===== src/rtl/lfsr_pkg.sv =====
// Shared LFSR definitions: maximal-length XNOR tap masks for widths 3..32 and a
// reference next-state function used by the core.
package lfsr_pkg;

   localparam int LFSR_MIN_W = 3;
   localparam int LFSR_MAX_W = 32;

   // Bit i set means state[i] feeds the XNOR; every mask has an even tap count,
   // so all-ones maps onto itself (the XNOR lockup state).
   localparam logic [31:0] LFSR_TAPS [LFSR_MIN_W:LFSR_MAX_W] = '{
      32'h0000_0006, 32'h0000_000C, 32'h0000_0014, 32'h0000_0030,  //  3.. 6
      32'h0000_0060, 32'h0000_00B8, 32'h0000_0110, 32'h0000_0240,  //  7..10
      32'h0000_0500, 32'h0000_0829, 32'h0000_100D, 32'h0000_2015,  // 11..14
      32'h0000_6000, 32'h0000_D008, 32'h0001_2000, 32'h0002_0400,  // 15..18
      32'h0004_0023, 32'h0009_0000, 32'h0014_0000, 32'h0030_0000,  // 19..22
      32'h0042_0000, 32'h00E1_0000, 32'h0120_0000, 32'h0200_0023,  // 23..26
      32'h0400_0013, 32'h0900_0000, 32'h1400_0000, 32'h2000_0029,  // 27..30
      32'h4800_0000, 32'h8020_0003                                 // 31..32
   };

   function automatic logic [31:0] lfsr_next(input logic [31:0] state, input int width);
      logic [31:0] mask;
      logic        fb;
      mask = (width >= 32) ? 32'hFFFF_FFFF : ((32'd1 << width) - 32'd1);
      fb   = ~^(state & LFSR_TAPS[width]);
      return ((state << 1) | {31'd0, fb}) & mask;
   endfunction

endpackage


===== src/rtl/lfsr_core.sv =====
// LFSR state register with XNOR feedback and seed mux.
// Optional LFSR_LOCKUP_RECOVER_EN steers the all-ones lockup state back to zero.
module lfsr_core
   import lfsr_pkg::*;
#(
   parameter int WIDTH = 10
) (
   input  logic             clk,
   input  logic             rst_n,
   input  logic             load_i,
   input  logic             adv_i,
   input  logic [WIDTH-1:0] seed_i,
   output logic [WIDTH-1:0] seed_eff_o,
   output logic [WIDTH-1:0] state_o,
   output logic [WIDTH-1:0] next_o
);

   localparam logic [WIDTH-1:0] ALL_ONES = '1;

   logic [WIDTH-1:0] state_q, state_d;
   logic [WIDTH-1:0] next_raw;

   always_comb begin
      next_raw = WIDTH'(lfsr_next(32'(state_q), WIDTH));
`ifdef LFSR_LOCKUP_RECOVER_EN
      seed_eff_o = (seed_i == ALL_ONES) ? '0 : seed_i;
      next_o     = (state_q == ALL_ONES) ? '0 : next_raw;
`else
      seed_eff_o = seed_i;
      next_o     = next_raw;
`endif
      if (load_i)     state_d = seed_eff_o;
      else if (adv_i) state_d = next_o;
      else            state_d = state_q;
   end

   // NOTE: clocked state uses non-blocking assignments so every register samples
   // pre-edge values regardless of block evaluation order.
   always_ff @(posedge clk or negedge rst_n) begin
      if (!rst_n) state_q <= '0;
      else        state_q <= state_d;
   end

   assign state_o = state_q;

endmodule


===== src/rtl/lfsr_gen.sv =====
// Stallable Fibonacci XNOR LFSR generator: valid/ready output, period counter, wrap pulse.
// Build option LFSR_LOCKUP_RECOVER_EN (see lfsr_core) removes the all-ones lockup.
module lfsr_gen
   import lfsr_pkg::*;
#(
   parameter int WIDTH = 10,
   parameter int OUT_W = 10
) (
   input  logic             clk,
   input  logic             rst_n,
   input  logic             en,
   input  logic             seed_load,
   input  logic [WIDTH-1:0] seed_d,
   output logic             rnd_valid,
   input  logic             rnd_ready,
   output logic [OUT_W-1:0] rnd_q,
   output logic             wrap,
   output logic [31:0]      period_q
);

   if (WIDTH < LFSR_MIN_W || WIDTH > LFSR_MAX_W || OUT_W < 1 || OUT_W > WIDTH) begin : g_bad_param
      $error("lfsr_gen: WIDTH must be 3..32 and OUT_W must be 1..WIDTH");
   end

   logic             adv, hit;
   logic             valid_q, valid_d;
   logic             wrap_q, wrap_d;
   logic [31:0]      step_q, step_d, step_inc;
   logic [31:0]      period_d;
   logic [WIDTH-1:0] start_q, start_d;
   logic [WIDTH-1:0] seed_eff, state, next_state;

   lfsr_core #(.WIDTH(WIDTH)) u_core (
      .clk        (clk),
      .rst_n      (rst_n),
      .load_i     (seed_load),
      .adv_i      (adv),
      .seed_i     (seed_d),
      .seed_eff_o (seed_eff),
      .state_o    (state),
      .next_o     (next_state)
   );

   // NOTE: every always_comb output gets a default first so no path can infer a latch.
   always_comb begin
      adv      = en & ~seed_load & (~valid_q | rnd_ready);
      hit      = adv & (next_state == start_q);
      step_inc = (step_q == 32'hFFFF_FFFF) ? step_q : step_q + 32'd1;
      valid_d  = valid_q;
      wrap_d   = 1'b0;
      step_d   = step_q;
      period_d = period_q;
      start_d  = start_q;
      if (seed_load) begin
         valid_d = 1'b0;
         step_d  = '0;
         start_d = seed_eff;
      end else if (adv) begin
         valid_d = 1'b1;
         if (hit) begin
            wrap_d   = 1'b1;
            period_d = step_inc;
            step_d   = '0;
         end else begin
            step_d = step_inc;
         end
      end else if (valid_q && rnd_ready) begin
         valid_d = 1'b0;
      end
   end

   always_ff @(posedge clk or negedge rst_n) begin
      if (!rst_n) begin
         valid_q  <= 1'b0;
         wrap_q   <= 1'b0;
         step_q   <= '0;
         period_q <= '0;
         start_q  <= '0;
      end else begin
         valid_q  <= valid_d;
         wrap_q   <= wrap_d;
         step_q   <= step_d;
         period_q <= period_d;
         start_q  <= start_d;
      end
   end

   assign rnd_valid = valid_q;
   assign wrap      = wrap_q;
   assign rnd_q     = state[OUT_W-1:0];

endmodule

===== config.mk =====
export PLATFORM = sky130hd
export DESIGN_NAME = lfsr_gen
export DESIGN_NICKNAME = d
export VERILOG_FILES = /design/src/rtl/lfsr_pkg.sv /design/src/rtl/lfsr_core.sv /design/src/rtl/lfsr_gen.sv
export SDC_FILE = /design/constraint.sdc
export NUM_CORES = 1
export LEC_CHECK = 0
export ABC_AREA = 1
export BUFFER_PORTS_ARGS = -buffer_cell sky130_fd_sc_hd__buf_4
export CAP_MARGIN = 20
export CORE_UTILIZATION = 59
export CTS_CLUSTER_DIAMETER = 50
export CTS_CLUSTER_SIZE = 40
export DETAILED_ROUTE_END_ITERATION = 6
export PLACE_DENSITY = 0.81
export SLEW_MARGIN = 20
export SYNTH_ARGS = -nofsm -noshare
export SYNTH_HDL_FRONTEND = slang
export SYNTH_HIERARCHICAL = 1
export SYNTH_SLANG_ARGS = --single-unit

===== constraint.sdc =====
create_clock -name clk -period 2.1 [get_ports clk]
set_input_delay 0.105 -clock clk [delete_from_list [all_inputs] [get_ports clk]]
set_output_delay 0.105 -clock clk [all_outputs]
set_load 0.03 [all_outputs]

# Yosys cells after proc, flatten, opt, wreduce, memory -nomap -nowiden
# Cells that the tools add are included.
# totals
register_bits,86
latch_bits,0
mem_bits_rw,0
romBits,0
inputBits,15
output_inout_bits,44
wordCells,33
n_memories,0
# classes
addsub,1
n_mul,0
div_mod_pow,0
magnitude_cmp,0
eq_ne,2
n_shift,0
n_mux,12
bitwise,7
reduce_logical,5
# op_table
op,n
$mux W32,4
$add A32 B1 Y32 const B,1
$eq A32 B32 Y1 const B,1
$reduce_xnor A32 Y1,1
$mux W10,2
$eq A10 B10 Y1,1
$or A10 B1 Y10,1
$mux W1,6
$and A1 B1 Y1,3
$reduce_and A3 Y1,1
$reduce_bool A3 Y1,1
$not A1 Y1,2
$reduce_bool A2 Y1,1
$logic_and A1 B1 Y1,1
$or A1 B1 Y1,1

# Depth between registers and ports, before layout
# Gate-level depths: netlist of the first run.
# depth
ltp_word,7
mapped_depth,13

# Modules after synthesis
# The synthesis of the first run kept the hierarchy.
# modules_own_cells
module,instances,cells_each,area_each_um2
lfsr_gen,1,607,4319.1
lfsr_core,1,79,626.9

# Least setup slack after synthesis of the first run
# No wires, ideal clock.
# synth_timing
kind,reg2reg
startpoint,register u_core.state_q[9] (netlist: u_core/state_o[9])
endpoint,register period_q[10]
arrival_time_ns,1.636
required_time_ns,2.034
setup_slack_ns,0.399
stages_incl_launch_ff,13
path_buffers,1
synth_period_minus_slack_ns,1.701
path_cell_list,dfrtp_1 inv_1 nand2_1 and2_1 inv_1 nand2_1 nand3_1 nor2_1 nand4_1 inv_2 buf_2 nand2_1 nand2_1
# synth_via
elab_chain_cells,5
# synth_rtl
element,line_no,rtl
start: declaration,lfsr_core.sv:20,"logic [WIDTH-1:0] state_q, state_d;"
start signal: assignment,lfsr_core.sv:41,else state_q <= state_d;
$reduce_xnor A32 Y1,lfsr_pkg.sv:25,fb = ~^(state & LFSR_TAPS[width]);
$or A10 B1 Y10,lfsr_pkg.sv:26,"return ((state << 1) | {31'd0, fb}) & mask;"
named net next_state[0],lfsr_gen.sv:31,"logic [WIDTH-1:0] seed_eff, state, next_state;"
$eq A10 B10 Y1,lfsr_gen.sv:47,hit = adv & (next_state == start_q);
$and A1 B1 Y1,lfsr_gen.sv:47,
$reduce_and A3 Y1 (no line),-,
end signal: assignment,lfsr_gen.sv:83,period_q <= period_d;
end: declaration,lfsr_gen.sv:18,output logic [31:0] period_q
# The timed path passes the listed nets, and every way through them passes these cells.
# A chain may end at the register's enable or synchronous reset.

# Final worst setup path of the first run
# layout_timing
startpoint,register step_q[2]
endpoint,register period_q[30]
# layout_via
elab_chain_cells,2
word_cells_on_any_way,3
# layout_rtl
element,line_no,rtl
start: declaration,lfsr_gen.sv:28,"logic [31:0] step_q, step_d, step_inc;"
start signal: assignment,lfsr_gen.sv:82,step_q <= step_d;
$add A32 B1 Y32 / $eq A32 B32 Y1 (equally long branches),lfsr_gen.sv:48,step_inc = (step_q == 32'hFFFF_FFFF) ? step_q : step_q + 32'd1;
$mux W32 (*),lfsr_gen.sv:48,
# Mark *: on every way between the ends. The rest lies on a longest branch, timed or not.

==> results of run 1 <==
==> registers in the layout (all words and copies together), names as in the netlist <==
signal          count
rnd_valid           1
wrap                1
start_q            10
period_q           32
step_q             32
u_core/state_o     10
==> where the power goes <==
group	switching, uW	internal (uW)	leakage [uW]
Combinational	243	141	0.00191
Clock	616	463	0.0000893
Sequential	49.5	1700	0.00116
==> layout by cell type, fill, tap and decap left out, drive strengths merged <==
cell type    instances
nand3b              13
inv                 41
and2                 1
xnor2                3
nand2              358
or2                  6
clkinv               4
mux2                 2
clkbuf              11
ha                   1
nor2                60
clkinvlp             1
buf                 69
xor2                 3
nand4                4
o21ai               17
nor3                 2
dlygate4sd3         12
dfrtp               86
a21oi                3
nand3               48
==> timing repair <==
item                                   CTS  global route
resized for setup                        0             1
hold buffers                            12             0
setup endpoints to repair                0             1
endpoints found under the hold margin   61             0
==> layout make-up <==
type | count | area [um2]
clock inverter | 5 | 35.0
tap | 105 | 131
multi-input combinational | 521 | 2390
timing repair buffer | 81 | 651
inverter | 41 | 154
clock buffer | 11 | 141
sequential | 86 | 2150
fill | 705 | 2520
==> worst max-delay path: stages, from the launching register on <==
cell	delay, ns
dfrtp_1	0.49
nand2_2	0.12
nor2_1	0.22
nand2_1	0.20
nor2_1	0.34
nand2_1	0.11
nand2_1	0.09
nand3_2	0.08
nand2_1	0.09
nand2_1	0.05
==> layer usage <==
metal / routed length [um] / GRT usage [%] / vias to the layer above
met5: 0 / 0 / -
met4: 189 / 9.36 / 0
met3: 601 / 4.55 / 20
met2: 5760 / 49.1 / 145
met1: 5270 / 38.6 / 2098
li1: - / - / 2211
==> kinds of logic after synthesis <==
family | after synthesis | share of synthesized area [%]
and+or+nand+nor | 492 | 44.3
buffers and inverters | 79 | 8.27
muxes | 2 | 0.455
xor gates and xnor gates | 6 | 1.06
AOI/OAI and AO/OA | 20 | 2.10
DFF | 86 | 43.5
adders and majority gates | 1 | 0.253
==> stage by stage <==
| step | hold slack [ns] | setup WS (ns) | power (uW) |
|---|---|---|---|
| after floorplan | -0.191 | 0.399 | 2030 |
| after global routing | 0.0729 | 0.0241 | 3330 |
| after detailed placement | 0.140 | 0.201 | 2150 |
| after global placement | 0.132 | 0.266 | 2130 |
| final | 0.0477 | 0.208 | 3210 |
| after CTS | 0.0302 | 0.183 | 3230 |
==> worst paths after layout <==
path                              from           end  slack (ns)  depth (start not counted)
min                          rnd_ready     rnd_valid        0.05                          4
min reg2reg                period_q[9]   period_q[9]        0.49                          2
min in group asynchronous        rst_n  period_q[11]        0.27                          2
max reg2reg                  step_q[2]  period_q[30]        0.21                          9
max                          step_q[2]  period_q[30]        0.21                          9
max in group asynchronous        rst_n    step_q[18]        1.19                          3
==> impl_metrics.toml, run 1 <==
[drt]
vias = 4474
routed_wl_mm = 11.8
vias_per_cell = 5.26
drc_errors = 0
routedWlPerCell_um = 13.9
first_pass_iters = 5
drt_iter0_markers = 219
ant_nets = 0

[synthesis]
ys_seq_area_share_pct = 43.5
synth_fp_nets = 702
synth_top_area_share_pct = 43.5
yosysTopAreaCell = "dfrtp_1"
synthArstFlopShare_pct = 100
ys.flop_type = "dfrtp_1"
synth_cells = 686
yosysWarnings = 6
synth.area.top_cells = "dfrtp_1, nand2_1, nand3_2"
ys_ff_latch = 86
syn_avg_cell_area_um2 = 7.21
synth_cell_type_count = 31
synth_edf_count = 0
yosys-top-cells-count = "nand2_1, dfrtp_1, nor2_1"
synth_area_mm2 = 0.00495
post-synth-top-count-cell = "nand2_1"

[worst_setup_path]
critical_path_arrival_ns = 2.15
endpoint_kind = "flop"
required_ns = 2.36
critPathMaxFanout = 6
criticalPathCategory = "flop to flop"
critPathLaunchType = "flop"

[global_route]
grt_pass1_vias = 4225
grt_first_pass_wirelength_mm = 19.9
grt_max_degree = 44
grt_overflow_total = 0
grt_usage_pct = 29.2
antenna_found_initial = 0

[placement]
dpl.hpwl_mm = 8.36
placed_cells = 822
placed_cell_area_mm2 = 0.00535
place_congestion = 0.987
io_buffers = 58

[timing]
setup_tns_ns = 0
clock_skew_ns = 0.0124
slew_headroom_pct = 61.8
max_freq_ghz = 0.529
hold_viol_final = 0
period_share_pct = 90.1
maxSlewViolCount = 0
layout_min_cycle_time_ns = 1.89
setup_viol = 0
rsz0062_at_grt = "false"
tightestPinTransition_ns = 0.573

[clock_tree]
cts_buffers = 9
post-cts-setup-buffers = 0
clkLatencyLatePin_ns = 0.36
cts_tree = "done"
cts.path.max_buffers = 2
cts.clk_slew.worst_paths_ns = 0.08
clock_sinks = 86
cts-htree-levels = 3
cts_root_buf = "clkbuf_8"

[cells_and_area]
drive_gt1_share_pct = 17.7
syn_to_final_growth_pct = 14.4
nets = 756
diodes = 0
final_area_mm2 = 0.00566
final_cells = 850
final_core_util_pct = 69.2

[floorplanning]
core_mm2 = 0.00818
die-area_mm2 = 0.00875
start_util_pct = 60.5
fp.dieH_um = 93.6
die_w_um = 93.6
io-pin-count = 59
fp-row-count = 33

[power_and_ir_drop]
ir_worst_vdd_v = 0.000461
power_density_mw_per_mm2 = 568
leakage_uw = 0.00316

[run_status]
status = "completed"

[job]
cap_violations = 0

[min_path]
min-delay-path-class = "primary input to flop"
Note: power is estimated with default switching activity, not from simulation.
==> run 2, diff against run 1 <==
ABC_AREA = default   (was 1)
CTS_CLUSTER_DIAMETER = 100   (was 50)
SKIP_LAST_GASP = 1   (was default)
==> run 2 against run 1 <==
  * The run now ends with negative setup slack left
  * Register-to-register slack worse by 0.33 ns
  * Sequential share of layout area is 6.0 points lower
  * First-iteration DRC count grew to 2.5 times the previous value
  * Critical endpoint is now step_q[23]
  * Largest cell class unchanged
==> impl_metrics.toml, run 2 <==
[run_status]
status = "complete, but fails checks"
violations = "negative setup slack"

[worst_setup_path]
critical_path_arrival_ns = 2.48
ff2ff_setup_slack_ns = -0.12
criticalPathCategory = "flop to flop"
required_ns = 2.36
endpoint_kind = "flop"
reg2regPathDepth = 7
critPathLaunchType = "flop"
critPathMaxFanout = 5
reg2reg_to = "step_q[23]"
r2r_start = "start_q[2]"

[cells_and_area]
top_regs = "period_q: 32 flops, step_q: 32 flops"
drive_gt1_share_pct = 38.6
nets = 661
syn_to_final_growth_pct = 35.2
diodes = 0
mostFrequentLayoutCell = "buf_4"
final_core_util_pct = 82.1
layout_common_cells = "buf_4, dfrtp_1, nand2_1"

[floorplanning]
fp.dieH_um = 94.0
io-pin-count = 59
die-area_mm2 = 0.00883
core_mm2 = 0.00822
start_util_pct = 60.7
die_w_um = 94.0
fp-row-count = 33

[synthesis]
synth.area.top_cells = "dfrtp_1, nand2_1, xnor2_1"
ys_seq_area_share_pct = 43.1
yosysWarnings = 6
synth_cells = 517
synth_edf_count = 0
synth_area_mm2 = 0.00499
ys.flop_type = "dfrtp_1"
ys_ff_latch = 86
synth_cell_type_count = 64
yosys-top-cells-count = "dfrtp_1, nand2_1, a31oi_1, o21ai_1, xnor2_1"
synth_top_area_share_pct = 43.1
synthArstFlopShare_pct = 100
syn_avg_cell_area_um2 = 9.65
post-synth-top-count-cell = "dfrtp_1"
yosysTopAreaCell = "dfrtp_1"
synth_fp_nets = 533

[drt]
vias_per_cell = 6.43
drc_errors = 0
first_pass_iters = 5
vias = 4853
drt_iter0_markers = 552
routedWlPerCell_um = 21.1
ant_nets = 0
routed_wl_mm = 15.9

[clock_tree]
clkLatencyLatePin_ns = 0.38
cts-htree-levels = 3
cts.clk_slew.worst_paths_ns = 0.09
cts_tree = "done"
clock_sinks = 86
cts_buffers = 9
cts.path.max_buffers = 2
cts_root_buf = "clkbuf_8"

[placement]
dpl.hpwl_mm = 9.42
io_buffers = 58
place_congestion = 0.910

[min_path]
hold_depth = 3
hp-start = "en"
min-delay-path-class = "primary input to flop"
whs_endpoint = "rnd_valid"

[timing]
clock_skew_ns = 0.0167
worst_slack_ns = -0.121
max_freq_ghz = 0.450
slew_headroom_pct = 57.4
rsz0062_at_grt = "true"
setup_viol = 41
tightestPinTransition_ns = 0.639
layout_min_cycle_time_ns = 2.22
period_share_pct = 106
maxSlewViolCount = 0
hold_viol_final = 0

[global_route]
grt_first_pass_wirelength_mm = 22.3
grt_pass1_vias = 4444
antenna_found_initial = 0
grt_usage_pct = 33.7
grt_overflow_total = 0
grt_max_degree = 37

[power_and_ir_drop]
power_density_mw_per_mm2 = 550
leakage_uw = 0.00290
ir_worst_vdd_v = 0.000530
finalPower_uw = 3710

[job]
cap_violations = 0
-- run 2: cell count changes after synthesis, moves of 12 or more --
cell      delta
nand3_2     -24
xnor2_1     +19
nor2_1      -33
o21ai_1     +21
nand2_1    -296
a31oi_1     +24
nand3b_1    -12
inv_1       -20
a21oi_1     +14
-- run 2: per-layer routing --
metal	up-vias	part of all wire (%)	global-route usage, %
met5	-	0	0
met4	0	5.8	18.7
met3	97	8.5	6.47
met2	329	48	55.0
met1	2286	38	42.0
li1	2141	-	-
-- run 2: critical path, stage by stage (launching register included) --
cell and delay, ns:
dfrtp_1 0.42, xor2_2 0.20, or4_4 0.55, o31a_1 0.39, buf_6 0.19, clkbuf_16 0.17
o211ai_1 0.08, nand3_1 0.10
-- run 2: metrics by stage --
| stage | setup slack [ns] | hold WS, ns | TNS [ns] | area [um2] | instances |
|---|---|---|---|---|---|
| after global placement | -0.0385 | 0.0913 | -0.0385 | 5940 | 708 |
| after CTS | -0.0675 | 0.0277 | -1.18 | 6410 | 741 |
| after floorplan | -0.0529 | -0.191 | -0.592 | 5060 | 517 |
| after detailed placement | -0.0555 | 0.0963 | -0.286 | 5940 | 708 |
| final | -0.121 | 0.0500 | -2.66 | 6750 | 755 |
| after global routing | -0.154 | 0.0747 | -5.39 | 6750 | 755 |
-- run 2: cells by family (layout without fill, tap and decap cells) --
kind of cell               Yosys count  in the layout  synth area share, %
buffers and inverters               65            198                 6.89
DFF                                 86             86                 43.1
xor gates and xnor gates            33             33                 5.79
and+or+nand+nor                    172            172                 20.5
muxes                               21             21                 4.59
adders and majority gates            1              1                0.251
AOI/OAI and AO/OA                  139            139                 18.9
-- run 2: worst max-delay path by stage --
stage                                 start    endpoint  slack [ns]  cells past startpoint
after floorplan           u_core/state_o[9]  step_q[29]       -0.05                      8
after global placement    u_core/state_o[6]  step_q[30]       -0.04                      7
after detailed placement  u_core/state_o[6]  step_q[30]       -0.06                      7
after CTS                 u_core/state_o[1]  step_q[19]       -0.07                      7
after global routing              step_q[2]  step_q[27]       -0.15                      6
final                            start_q[2]  step_q[23]       -0.12                      7
-- run 2: power breakdown --
group | switching, uW | total (uW) | internal [uW]
registers | 52.9 | 1770 | 1710
logic | 351 | 637 | 286
clock network | 636 | 1310 | 674
-- run 2: what timing repair did --
action / 4_1_cts / 5_1_grt
buffers inserted: 3 / 11
endpoints found under the setup margin: 22 / 52
hold endpoints to repair: 54 / 0
gates resized for setup: 12 / 42
pin swaps: 8 / 24
gates cloned: 3 / 3
hold buffers: 11 / 0
-- run 2: area by class of cell --
| type | count | area [um2] |
|---|---|---|
| Timing Repair Buffer | 166 | 1460 |
| Tap cell | 105 | 131 |
| Clock inverter | 5 | 81.3 |
| Sequential cell | 86 | 2160 |
| Clock buffer | 11 | 131 |
| Inverter | 16 | 60.1 |
| Multi-Input combinational cell | 366 | 2720 |
| Fill cell | 457 | 1470 |
